<file path="src/rtl/scr_pkg.sv">
// Shared types and helpers for the pre-scrambler deserializer and the
// post-unscrambler serializer.
package scr_pkg;

  localparam int unsigned WORD_W = 64;
  localparam int unsigned SIZE_W = 7;

  typedef logic [WORD_W-1:0] word_t;
  typedef logic [SIZE_W-1:0] size_t;

  // Left-align the cnt valid low bits of acc so the first received bit
  // lands at the MSB and unused low bits are zero.
  function automatic word_t align_word(input word_t acc, input size_t cnt);
    size_t sh;
    sh = size_t'(WORD_W) - cnt;
    return acc << sh;
  endfunction

endpackage

</file>
<file path="src/rtl/pre_scr_deser.sv">
// Serial-to-word deserializer feeding the pre-scrambler FIFO. Bits are
// collected MSB-first; full words or flushed partial words are moved to a
// holding register and written to the FIFO with their valid-bit count.
module pre_scr_deser #(
  parameter int unsigned WORD_W = scr_pkg::WORD_W,
  parameter int unsigned SIZE_W = scr_pkg::SIZE_W
) (
  input  logic              clk,
  input  logic              rst,
  input  logic              clk_en,
  input  logic              bit_in,
  input  logic              bit_wr,
  output logic              bit_ready,
  input  logic              flush,
  input  logic              scrambled_full,
  output logic              scrambled_wr,
  output logic [WORD_W-1:0] data_out,
  output logic [SIZE_W-1:0] size_out
);

  import scr_pkg::align_word;

  logic [WORD_W-1:0] acc;
  logic [SIZE_W-1:0] cnt;
  logic [WORD_W-1:0] data_q;
  logic [SIZE_W-1:0] size_q;
  logic              flush_pend;
  logic              out_valid;

  logic              cnt_full;
  logic              cnt_zero;
  logic              accept;
  logic              xfer;

  // Handshake and transfer decode; bit_ready deliberately ignores clk_en.
  always_comb begin
    cnt_full     = (cnt == SIZE_W'(WORD_W));
    cnt_zero     = (cnt == '0);
    bit_ready    = !cnt_full && !flush_pend;
    scrambled_wr = clk_en && out_valid && !scrambled_full;
    accept       = clk_en && bit_wr && bit_ready;
    xfer         = clk_en && (cnt_full || (flush_pend && !cnt_zero)) &&
                   (!out_valid || scrambled_wr);
    data_out     = data_q;
    size_out     = size_q;
  end

  // Accumulator and bit counter. An accept never coincides with an xfer
  // because both xfer conditions hold bit_ready low.
  always_ff @(posedge clk or posedge rst) begin
    if (rst) begin
      acc <= '0;
      cnt <= '0;
    end else if (xfer) begin
      cnt <= '0;
    end else if (accept) begin
      acc <= {acc[WORD_W-2:0], bit_in};
      cnt <= cnt + SIZE_W'(1);
    end
  end

  // Holding register loaded on transfer; stays stable while the FIFO is full.
  always_ff @(posedge clk or posedge rst) begin
    if (rst) begin
      data_q <= '0;
      size_q <= '0;
    end else if (xfer) begin
      data_q <= align_word(acc, cnt);
      size_q <= cnt;
    end
  end

  // Holding-register occupancy: a same-edge load and write keeps it full.
  always_ff @(posedge clk or posedge rst) begin
    if (rst) begin
      out_valid <= 1'b0;
    end else if (xfer) begin
      out_valid <= 1'b1;
    end else if (scrambled_wr) begin
      out_valid <= 1'b0;
    end
  end

  // Flush latch. A pending flush clears when its partial word moves out, or
  // as an empty flush once the counter is zero (which also retires a flush
  // that arrived with the 64th bit, one enabled cycle after the full word).
  always_ff @(posedge clk or posedge rst) begin
    if (rst) begin
      flush_pend <= 1'b0;
    end else if (clk_en) begin
      if (flush_pend) begin
        if ((xfer && !cnt_full) || (cnt_zero && !accept)) begin
          flush_pend <= 1'b0;
        end
      end else if (flush) begin
        flush_pend <= 1'b1;
      end
    end
  end

endmodule

</file>
<file path="config.mk">
export PLATFORM = sky130hd
export DESIGN_NAME = pre_scr_deser
export DESIGN_NICKNAME = d
export VERILOG_FILES = /design/src/rtl/scr_pkg.sv /design/src/rtl/pre_scr_deser.sv
export SDC_FILE = /design/constraint.sdc
export NUM_CORES = 1
export LEC_CHECK = 0
export BUFFER_PORTS_ARGS = -buffer_cell sky130_fd_sc_hd__buf_2
export CORE_MARGIN = 4
export CORE_UTILIZATION = 55
export DETAILED_ROUTE_END_ITERATION = 16
export GPL_TIMING_DRIVEN = 0
export PLACE_DENSITY = 0.74
export SYNTH_ARGS = -nofsm -noshare
export SYNTH_HDL_FRONTEND = slang
export SYNTH_SLANG_ARGS = --single-unit
</file>
<file path="constraint.sdc">
create_clock -name clk -period 5.05 [get_ports clk]
set_input_delay 0.505 -clock clk [delete_from_list [all_inputs] [get_ports clk]]
set_output_delay 0.505 -clock clk [all_outputs]
set_load 0.01 [all_outputs]
</file>
# Word-level counts from Yosys, hierarchy flattened
# Cells that the tools add are included.
# W data, S select, Z words.
totals:
  ff_bits: 144
  input_bits: 7
  output_inout_bits: 73
  word_cells: 41
op_classes:
  add_sub_neg: 2
  n_eq_ne: 1
  n_shift: 1
  muxes: 7
  bitwise_logic: 1
  reduce_logical: 23
ops:
  columns: ["operator", "count"]
  rows:
  - ["$shl A64 B7 Y64", 1]
  - ["$mux W7", 2]
  - ["$logic_and A1 B1 Y1", 10]
  - ["$add A7 B1 Y7 const B", 1]
  - ["$eq A7 B7 Y1 const B", 1]
  - ["$logic_not A7 Y1", 1]
  - ["$sub A7 B7 Y7 const A", 1]
  - ["$logic_not A1 Y1", 6]
  - ["$mux W1", 5]
  - ["$reduce_bool A2 Y1", 2]
  - ["$logic_or A1 B1 Y1", 3]
  - ["$reduce_and A2 Y1", 1]
  - ["$not A1 Y1", 1]

# Depth between registers and ports, before layout
# Gate-level depths: netlist of run 1.
logic_depth:
  ltp_word: 10
  depth_mapped: 16
  depth_no_buf: 8

# Worst setup path before layout of run 1
# No wires, ideal clock.
synth_path:
  path_kind: "flip-flop to flip-flop"
  from: "reg cnt[0]"
  to: "reg data_q[56], in the netlist data_out[56]"
  setup_ns: 0.126
  arrival_time_ns: 3.310
  t_required_ns: 4.924
  setup_slack_ns: 1.614
  stages_incl_launch_ff: 15
  n_path_buf: 6
  period_less_slack_ns: 3.436
  cell_sequence: "dfrtp_1 buf_6 inv_2 buf_2 buf_2 buf_2 ha_1 buf_6 buf_8 mux2_4 mux4_2 and2_4 a211o_1 a32oi_1 o21ai_1"
synth_between:
  elab_chain_cells: 6
  word_cells_on_any_way: 9
  classes_between: "add/sub (1); eq/ne (1); shift (1); reduce/logical (6)"
synth_rtl:
  columns: ["element", "line", "source"]
  rows:
  - ["from (decl)", "pre_scr_deser.sv:24", "logic [SIZE_W-1:0] cnt;"]
  - ["from (signal assigned)", "pre_scr_deser.sv:58", "cnt <= cnt + SIZE_W'(1);"]
  - ["branches (longest 6 deep; another with $sub A7 B7 Y7)", null, null]
  - ["to (signal assigned)", "pre_scr_deser.sv:68", "data_q <= align_word(acc, cnt);"]
  - ["to (decl)", "pre_scr_deser.sv:25", "logic [WORD_W-1:0] data_q;"]
# Parallel ways; which one is timed is not known.
# A chain may end at the register's enable or synchronous reset.

# Worst setup path after layout of run 1
layout_path:
  from: "reg cnt[0]"
  to: "reg data_q[63], in the netlist data_out[63]"
# The elaborated chain is that of the path after synthesis.

==> results of run 1 <==
## layer usage
layer,up-vias,wire (µm),global-route usage
met5,-,0,0
met4,0,1290,0.126
met3,89,2760,0.0528
met2,557,14500,0.515
met1,4214,12900,0.452
li1,3839,-,-
## where the power goes
group | internal [W] | switching [W]
combinational | 0.00163 | 0.00301
clock | 0.000783 | 0.000541
sequential | 0.00141 | 0.000191
total | 0.00382 | 0.00374
## cell usage after synthesis (7+ instances only)
cell and number:
nand2_1 310, dfrtp_1 144, nor2_1 82, mux2i_1 63, mux2_2 55, o21ai_0 46, a21oi_1 45, mux4_2 42
clkbuf_1 32, buf_2 25, nand3_1 18, o221ai_1 18, o211ai_1 15, a22oi_1 13, buf_6 12, nor3_1 11
buf_4 7, inv_1 7
## state kept, by name (all words and copies together), names as in the netlist
signal	count
size_out	7
out_valid	1
cnt	7
flush_pend	1
data_out	64
acc	64
## kinds of logic (layout without fill, tap and decap cells)
group | after synthesis | after routing | synth area share
simple gates | 447 | 447 | 0.192
compound gates | 179 | 179 | 0.122
mux | 162 | 162 | 0.236
flops | 144 | 144 | 0.383
buf+inv | 86 | 198 | 0.0512
xor+xnor | 10 | 10 | 0.0129
fa+ha+maj | 2 | 2 | 0.00266
## through the flow
step	setup slack, ns	utilization
floorplan	0.679	-
global placement	-0.872	0.604
detailed placement	0.516	0.606
CTS	0.474	0.642
global route	0.231	0.642
finish	0.299	0.642
## area by class of cell
cell class	instances	area, µm²
multi-input cells	800	5330
plain buffers	78	452
clock inverters	14	179
clock buffers	18	429
inverters	8	35.0
well taps	220	275
fillers	1413	5980
flip-flops and latches	144	3600
repair buffers	80	423
## critical path, stage by stage, from the launching register on
cell	delay (ns)
dfrtp_1	0.40
buf_6	0.15
inv_2	0.19
buf_2	0.32
buf_2	0.32
buf_2	0.27
ha_1	0.20
buf_6	0.17
buf_4	0.25
buf_4	0.25
mux2i_1	0.36
mux2i_1	0.20
mux2i_1	0.77
a21oi_1	0.31
mux2i_1	0.28
o221ai_1	0.16
## path summary, 6_finish.rpt
kind / start / endpoint / slack [ns] / depth (start not counted)
max: cnt[0] / data_out[63] / 0.30 / 15
min: rst / data_out[5] / 0.15 / 2
max reg2reg: cnt[0] / data_out[63] / 0.30 / 15
min reg2reg: size_out[2] / size_out[2] / 0.47 / 2
max in group asynchronous: rst / acc[25] / 4.11 / 3
min in group clk: bit_in / acc[0] / 0.25 / 3
==> run summary, run 1 <==
Mapped Avg Cell Area: 9.14 µm²
vias in the first global route: 8207
share of layout cells above drive strength 1: 0.235
hold_ws: 0.155 ns
design area: 0.0107 mm²
endpoint class of the critical path: register
Worst Path Required: 5.36 ns
Synth Register Bits: 144
Slew headroom: 0.197
Final Cycle Share: 0.941
largest net degree at the start of global routing: 76
syn nets: 1039
I/O Buffers: 79
Pre-antenna DRT Iters: 6
Fin. Hold Viols: 0
area leader, netlist: dfrtp_1
final setup skew: 0.00535 ns
pwr/cell area: 705 mW/mm²
gpl congestion: 1.03
cts bufs inserted: 17
outcome: finished, final reports clean
clk_lat worst skew: 0.44 ns
max cap viols: 0
critical path type: register to register
RSZ-0062 raised after global routing: no
DIE HEIGHT: 139 µm
via/cell ratio: 6.39
Post-synth EDFFs: 0
H-Tree Depth: 4
Longest Clk Path Bufs: 2
endpoints failing setup: 0
DRC Markers: 0
Yosys top cell area share: 0.383
Slew Limit Fails: 0
Area after DPL: 0.0101 mm²
setup TNS: 0 ns
post-CTS setup buffers: 0
clock tree root driver cell: clkbuf_16
worst-margin pin slew: 1.20 ns
final cell count without fillers: 1362
Post-Route WL: 31.4 mm
post-DP HPWL: 23.7 mm
Worst Setup Start Kind: register
antenna fix cells: 0
sequential share of the synthesized area: 0.383
Final min period: 4.75 ns
Max VDD drop: 358 µV
CTS Hold Bufs: 0
Static Leak: 5.16 nW
worst min path class: primary input to async pin
IO Pins: 80
Die Wd: 139 µm
site row count: 47
P&R area growth vs syn: 13.9%
crit-path max FO: 10
Power, Total: 0.00756 W
routed len/inst: 23.1 µm
CTS sink count: 144
area of the mapped netlist: 0.00941 mm²
synthesized instance count: 1030
ys async rst share: 1.00
Final nets: 1138
remaining antenna violation count after routing: 0
most frequent cells in the layout: 310 x nand2_1, 144 x dfrtp_1, 104 x buf_2
Distinct cells, synth: 61
first-pass GRT wire length: 49.0 mm
via count: 8699
Top FF cell, synth: dfrtp_1
commonest non-fill, non-tap cell in the layout: nand2_1
number of antenna violations at the first check in global routing: 0
leading post-synthesis cells by cell area: dfrtp_1 38%, nand2_1 12%, mux4_2 10%
TritonCTS clock tree: yes
GRT Util Overall: 0.325
post_cts resized: 0
Worst EP arrival: 5.06 ns
Cells after DPL: 1330
fmax: 210 MHz
Core Area: 0.0167 mm²
drt initial violations: 1052
Initial Util: 0.564
total grt overflow: 0
synth warn: 0
clock slew at the register clock pins of the worst setup and hold paths: 0.06 ns
overall die area: 0.0193 mm²
Power figures use the tool's default switching activity.
==> run 2: changes to the inputs <==
Settings changed: CTS_BUF_LIST set to sky130_fd_sc_hd__clkbuf_4 sky130_fd_sc_hd__clkbuf_8.
==> run 2 against run 1 <==
Against the previous run:
- final cell count unchanged
- sequential power hardly changed
- critical path depth stayed put
- non-clock buffer count unchanged
- clock power down 24%
- core utilization fell by 1.1 points
- routed wire length decreased by 0.87%
- combinational power about the same
- worst hold slack got worse by 0.035 ns
- count of clock-buffer cells in the layout did not move
- sequential share of layout area is 0.60 points higher
- via count shrank 0.75%
- critical path type unchanged
- critical endpoint unchanged
- largest cell class unchanged
- highest routed layer unchanged
==> run summary, run 2 (synthesized netlist as in run 1, its figures left out) <==
Longest Clk Path Bufs: 2 (unchanged)
fmax: 212 MHz (+0.54%)
worst min path class: primary input to async pin
pwr/cell area: 684 mW/mm² (-3.0%)
clk_lat worst skew: 0.47 ns (+0.03 ns)
first-pass GRT wire length: 48.8 mm (-0.39%)
endpoint class of the critical path: register
clock slew at the register clock pins of the worst setup and hold paths: 0.09 ns (+0.03 ns)
gpl congestion: 1.03 (unchanged)
clock tree root driver cell: clkbuf_8
Final Cycle Share: 0.936 (-0.00508)
overall die area: 0.0193 mm² (unchanged)
Die Wd: 139 µm (unchanged)
Initial Util: 0.564 (unchanged)
endpoints failing setup: 0 (unchanged)
vias in the first global route: 8214 (+0.085%)
number of antenna violations at the first check in global routing: 0 (unchanged)
max cap viols: 0 (unchanged)
Post-Route WL: 31.1 mm (-0.87%)
Reg area: 0.00360 mm² (unchanged)
Core Util, Final: 0.631 (-0.0112)
Cells after DPL: 1330 (unchanged)
post_cts resized: 0 (unchanged)
commonest non-fill, non-tap cell in the layout: nand2_1
Slew headroom: 0.157 (-0.0393)
post-DP HPWL: 23.7 mm (unchanged)
via/cell ratio: 6.34 (-0.75%)
Worst Path Required: 5.39 ns (+0.03 ns)
final setup skew: 0.00872 ns (+0.00337 ns)
via count: 8634 (-0.75%)
Worst Setup Start Kind: register
routed len/inst: 22.8 µm (-0.87%)
most frequent cells in the layout: 310 x nand2_1, 144 x dfrtp_1, 104 x buf_2
largest net degree at the start of global routing: 76 (unchanged)
CTS sink count: 144 (unchanged)
Layout fillers: 1427 (+0.99%)
P&R area growth vs syn: 11.9%
worst-margin pin slew: 1.26 ns (+0.0585 ns)
critical path type: register to register
antenna fix cells: 0 (unchanged)
share of layout cells above drive strength 1: 0.236 (+0.000876)
final setup margin: 0.325 ns (+0.0256 ns)
DIE HEIGHT: 139 µm (unchanged)
Static Leak: 5.08 nW (-1.6%)
site row count: 47 (unchanged)
I/O Buffers: 79 (unchanged)
Fin. Hold Viols: 0 (unchanged)
cts bufs inserted: 17 (unchanged)
post-placement setup slack: 0.516 ns (unchanged)
H-Tree Depth: 4 (unchanged)
DRC Markers: 0 (unchanged)
GRT Util Overall: 0.321 (-0.00351)
IO Pins: 80 (unchanged)
crit-path max FO: 10 (unchanged)
Final nets: 1138 (unchanged)
flop-to-flop setup slack: 0.32 ns (+0.03 ns)
area of the multi-input gates: 0.00533 mm² (unchanged)
Slew Limit Fails: 0 (unchanged)
setup TNS: 0 ns (unchanged)
total grt overflow: 0 (unchanged)
Core Area: 0.0167 mm² (unchanged)
final cell count without fillers: 1362 (unchanged)
post-CTS setup buffers: 0 (unchanged)
Max VDD drop: 354 µV (-1.3%)
TritonCTS clock tree: yes
Pre-antenna DRT Iters: 8 (+2)
drt initial violations: 974 (-7.4%)
Power, Total: 0.00721 W (-4.7%)
outcome: finished, final reports clean
Worst EP arrival: 5.07 ns (about the same)
CTS Hold Bufs: 0 (unchanged)
remaining antenna violation count after routing: 0 (unchanged)
RSZ-0062 raised after global routing: no
Final min period: 4.73 ns (-0.0256 ns)
[run 2: path summary, 6_finish.rpt]
check / from / to / depth (start not counted)
setup / recovery: cnt[0] / data_out[63] / 15
hold / removal: rst / data_out[5] / 2
setup reg to reg: cnt[0] / data_out[63] / 15
hold reg to reg: size_out[2] / size_out[2] / 2
max in group asynchronous: rst / acc[23] / 3
min in group clk: bit_in / acc[0] / 3
[run 2: per-layer routing]
layer / up-vias / part of all wire / track usage
met5: - / 0 / 0
met3: 97 / 0.083 / 0.0607
met4: 0 / 0.038 / 0.120
met2: 514 / 0.46 / 0.511
met1: 4191 / 0.42 / 0.442
li1: 3832 / - / -
[run 2: worst max-delay path, stage by stage (launching register included)]
cell	delay, ns
dfrtp_1	0.40
buf_6	0.15
inv_2	0.19
buf_2	0.31
buf_2	0.32
buf_2	0.28
ha_1	0.20
buf_6	0.17
buf_4	0.24
buf_4	0.25
mux2i_1	0.36
mux2i_1	0.19
mux2i_1	0.78
a21oi_1	0.31
mux2i_1	0.27
o221ai_1	0.15
[run 2: where the power goes]
part,switching [W],leakage (nW),internal [W]
Clock,0.000498,0.193,0.000501
Combinational,0.00299,2.91,0.00163
Sequential,0.000189,1.97,0.00140
[run 2: cell type report]
| type | count | area share |
|---|---|---|
| multi-input combinational | 800 | 0.506 |
| sequential | 144 | 0.342 |
| buffer | 78 | 0.0429 |
| timing repair buffer | 80 | 0.0401 |
| tap | 220 | 0.0261 |
| clock buffer | 18 | 0.0229 |
| clock inverter | 14 | 0.0170 |
| inverter | 8 | 0.00333 |
[run 2: metrics by stage]
step / hold slack (ns) / instance area, µm²
after floorplan: 0.445 / 9410
after global placement: 0.453 / 10100
after detailed placement: 0.459 / 10100
after CTS: 0.144 / 10500
after global routing: 0.181 / 10500
final: 0.119 / 10500
==> run 3: changes to the inputs <==
Settings changed: CORE_ASPECT_RATIO set to 0.9, CORE_UTILIZATION 55 to 60, PLACE_DENSITY 0.74 to 0.8.
==> run 3 against run 2 <==
Against the previous run:
- worst hold slack worse by 0.012 ns
- die area fell by 7.8%
- flip-flop and latch count did not move
- final cell count shrank 1.3%
- worst setup slack better by 0.024 ns
- count of clock-buffer cells in the layout up 1
- first-iteration DRC count is 1.0% higher
- non-clock buffer count unchanged
- sequential power about the same
- maximum frequency increased by 0.51%
- critical path depth is the same
- final area shrank 0.39%
- critical path type unchanged
- critical endpoint unchanged
==> run summary, run 3 (synthesized netlist as in run 1, its figures left out) <==
Pre-antenna DRT Iters: 6 (-2)
final setup skew: 0.0140 ns (+0.00526 ns)
Post-Route WL: 32.2 mm (+3.3%)
via/cell ratio: 6.47 (+2.1%)
gpl congestion: 1.02 (-0.46%)
largest net degree at the start of global routing: 77 (+1.3%)
Core Area: 0.0154 mm² (-7.9%)
final setup margin: 0.349 ns (+0.0240 ns)
overall die area: 0.0178 mm² (-7.8%)
outcome: finished, final reports clean
worst-margin pin slew: 1.15 ns (-0.110 ns)
vias in the first global route: 8526 (+3.8%)
Worst Path Required: 5.38 ns (about the same)
endpoints failing setup: 0 (unchanged)
site row count: 43 (-8.5%)
share of layout cells above drive strength 1: 0.236 (unchanged)
antenna fix cells: 0 (unchanged)
endpoint class of the critical path: register
Worst EP arrival: 5.03 ns (-0.04 ns)
number of antenna violations at the first check in global routing: 1 (+1)
GRT Util Overall: 0.369 (+0.0479)
Max VDD drop: 475 µV (+34%)
fmax: 213 MHz (+0.51%)
RSZ-0062 raised after global routing: no
pwr/cell area: 687 mW/mm² (+0.38%)
worst r2r dst: data_out[63]
max cap viols: 0 (unchanged)
DIE HEIGHT: 127 µm (-8.6%)
CTS sink count: 144 (unchanged)
flop-to-flop setup slack: 0.35 ns (+0.02 ns)
H-Tree Depth: 4 (unchanged)
CTS Hold Bufs: 0 (unchanged)
Core Util, Final: 0.682 (+0.0512)
TritonCTS clock tree: yes
clk_lat worst skew: 0.47 ns (about the same)
Initial Util: 0.612 (+0.0481)
worst min path class: primary input to async pin
commonest non-fill, non-tap cell in the layout: nand2_1
Slew headroom: 0.231 (+0.0740)
post-CTS setup buffers: 0 (unchanged)
design area: 0.0105 mm² (-0.39%)
Slew Limit Fails: 0 (unchanged)
cell count of the worst reg-to-reg path: 15 (unchanged)
Final nets: 1138 (unchanged)
Final min period: 4.70 ns (-0.0240 ns)
Longest Clk Path Bufs: 2 (unchanged)
Cells after DPL: 1312 (-1.4%)
Static Leak: 5.08 nW (+0.14%)
Worst Setup Start Kind: register
Die Wd: 140 µm (+0.87%)
first-pass GRT wire length: 50.5 mm (+3.3%)
FF-to-FF Start: cnt[0]
critical path type: register to register
total grt overflow: 0 (unchanged)
post-DP HPWL: 24.8 mm (+4.9%)
Final Cycle Share: 0.931 (-0.00476)
DRC Markers: 0 (unchanged)
crit-path max FO: 10 (unchanged)
post-placement setup slack: 0.582 ns (+0.0654 ns)
clock tree root driver cell: clkbuf_8
P&R area growth vs syn: 11.5%
remaining antenna violation count after routing: 0 (unchanged)
I/O Buffers: 79 (unchanged)
Area after DPL: 0.0101 mm² (-0.22%)
final cell count without fillers: 1344 (-1.3%)
Fin. Hold Viols: 0 (unchanged)
IO Pins: 80 (unchanged)
drt initial violations: 984 (+1.0%)
clock slew at the register clock pins of the worst setup and hold paths: 0.09 ns (about the same)
routed len/inst: 23.9 µm (+4.7%)
via count: 8701 (+0.78%)
cts bufs inserted: 17 (unchanged)
post_cts resized: 0 (unchanged)
most frequent cells in the layout: 310 x nand2_1, 144 x dfrtp_1, 104 x buf_2
run 3: cell count changes in the layout (fill, tap and decap cells not counted):
cell / change
clkinvlp_4: -4
clkinv_2: +1
bufinv_16: -1
inv_6: -2
inv_8: +1
clkbuf_4: +1
clkinv_4: +4
run 3: power breakdown:
group	switching (W)	internal (W)
Clock	0.000493	0.000459
Combinational	0.00303	0.00163
Sequential	0.000192	0.00140
run 3: layout make-up:
type	instances	area, µm²
inverters	8	35.0
fillers	1233	4890
plain buffers	78	452
clock inverters	13	153
flip-flops and latches	144	3600
multi-input cells	800	5330
clock buffers	19	249
well taps	202	253
repair buffers	80	423
run 3: critical path: stages (launching register included):
cell and delay (ns):
dfrtp_1 0.41, buf_6 0.15, inv_2 0.21, buf_2 0.32
buf_2 0.33, buf_2 0.32, ha_1 0.31, buf_6 0.19
buf_4 0.25, buf_4 0.25, mux2i_1 0.35, mux2i_1 0.15
mux2i_1 0.64, a21oi_1 0.27, mux2i_1 0.23, o221ai_1 0.16
run 3: how the worst max path moves through the flow:
stage	start	endpoint	slack, ns	depth (start not counted)
floorplan	rst	acc[0]	0.68	1
global placement	rst	acc[33]	-0.80	2
detailed placement	cnt[0]	data_out[63]	0.58	15
CTS	cnt[0]	data_out[63]	0.54	15
global route	cnt[0]	data_out[63]	0.19	15
finish	cnt[0]	data_out[63]	0.35	15
run 3: metrics by stage:
stage / power [W] / hold slack, ns / TNS [ns]
after detailed placement: 0.00609 / 0.460 / 0
final: 0.00721 / 0.107 / 0
after global placement: 0.00605 / 0.456 / -112.95
after global routing: 0.00756 / 0.133 / 0
after floorplan: 0.00467 / 0.445 / 0
after CTS: 0.00706 / 0.132 / 0
run 3: per-layer routing:
layer / GRT usage / share of wire / vias up
li1: - / - / 3842
met1: 0.516 / 0.42 / 4285
met2: 0.571 / 0.45 / 479
met3: 0.0954 / 0.099 / 93
met4: 0.119 / 0.031 / 2
met5: 0 / 0.00028 / -
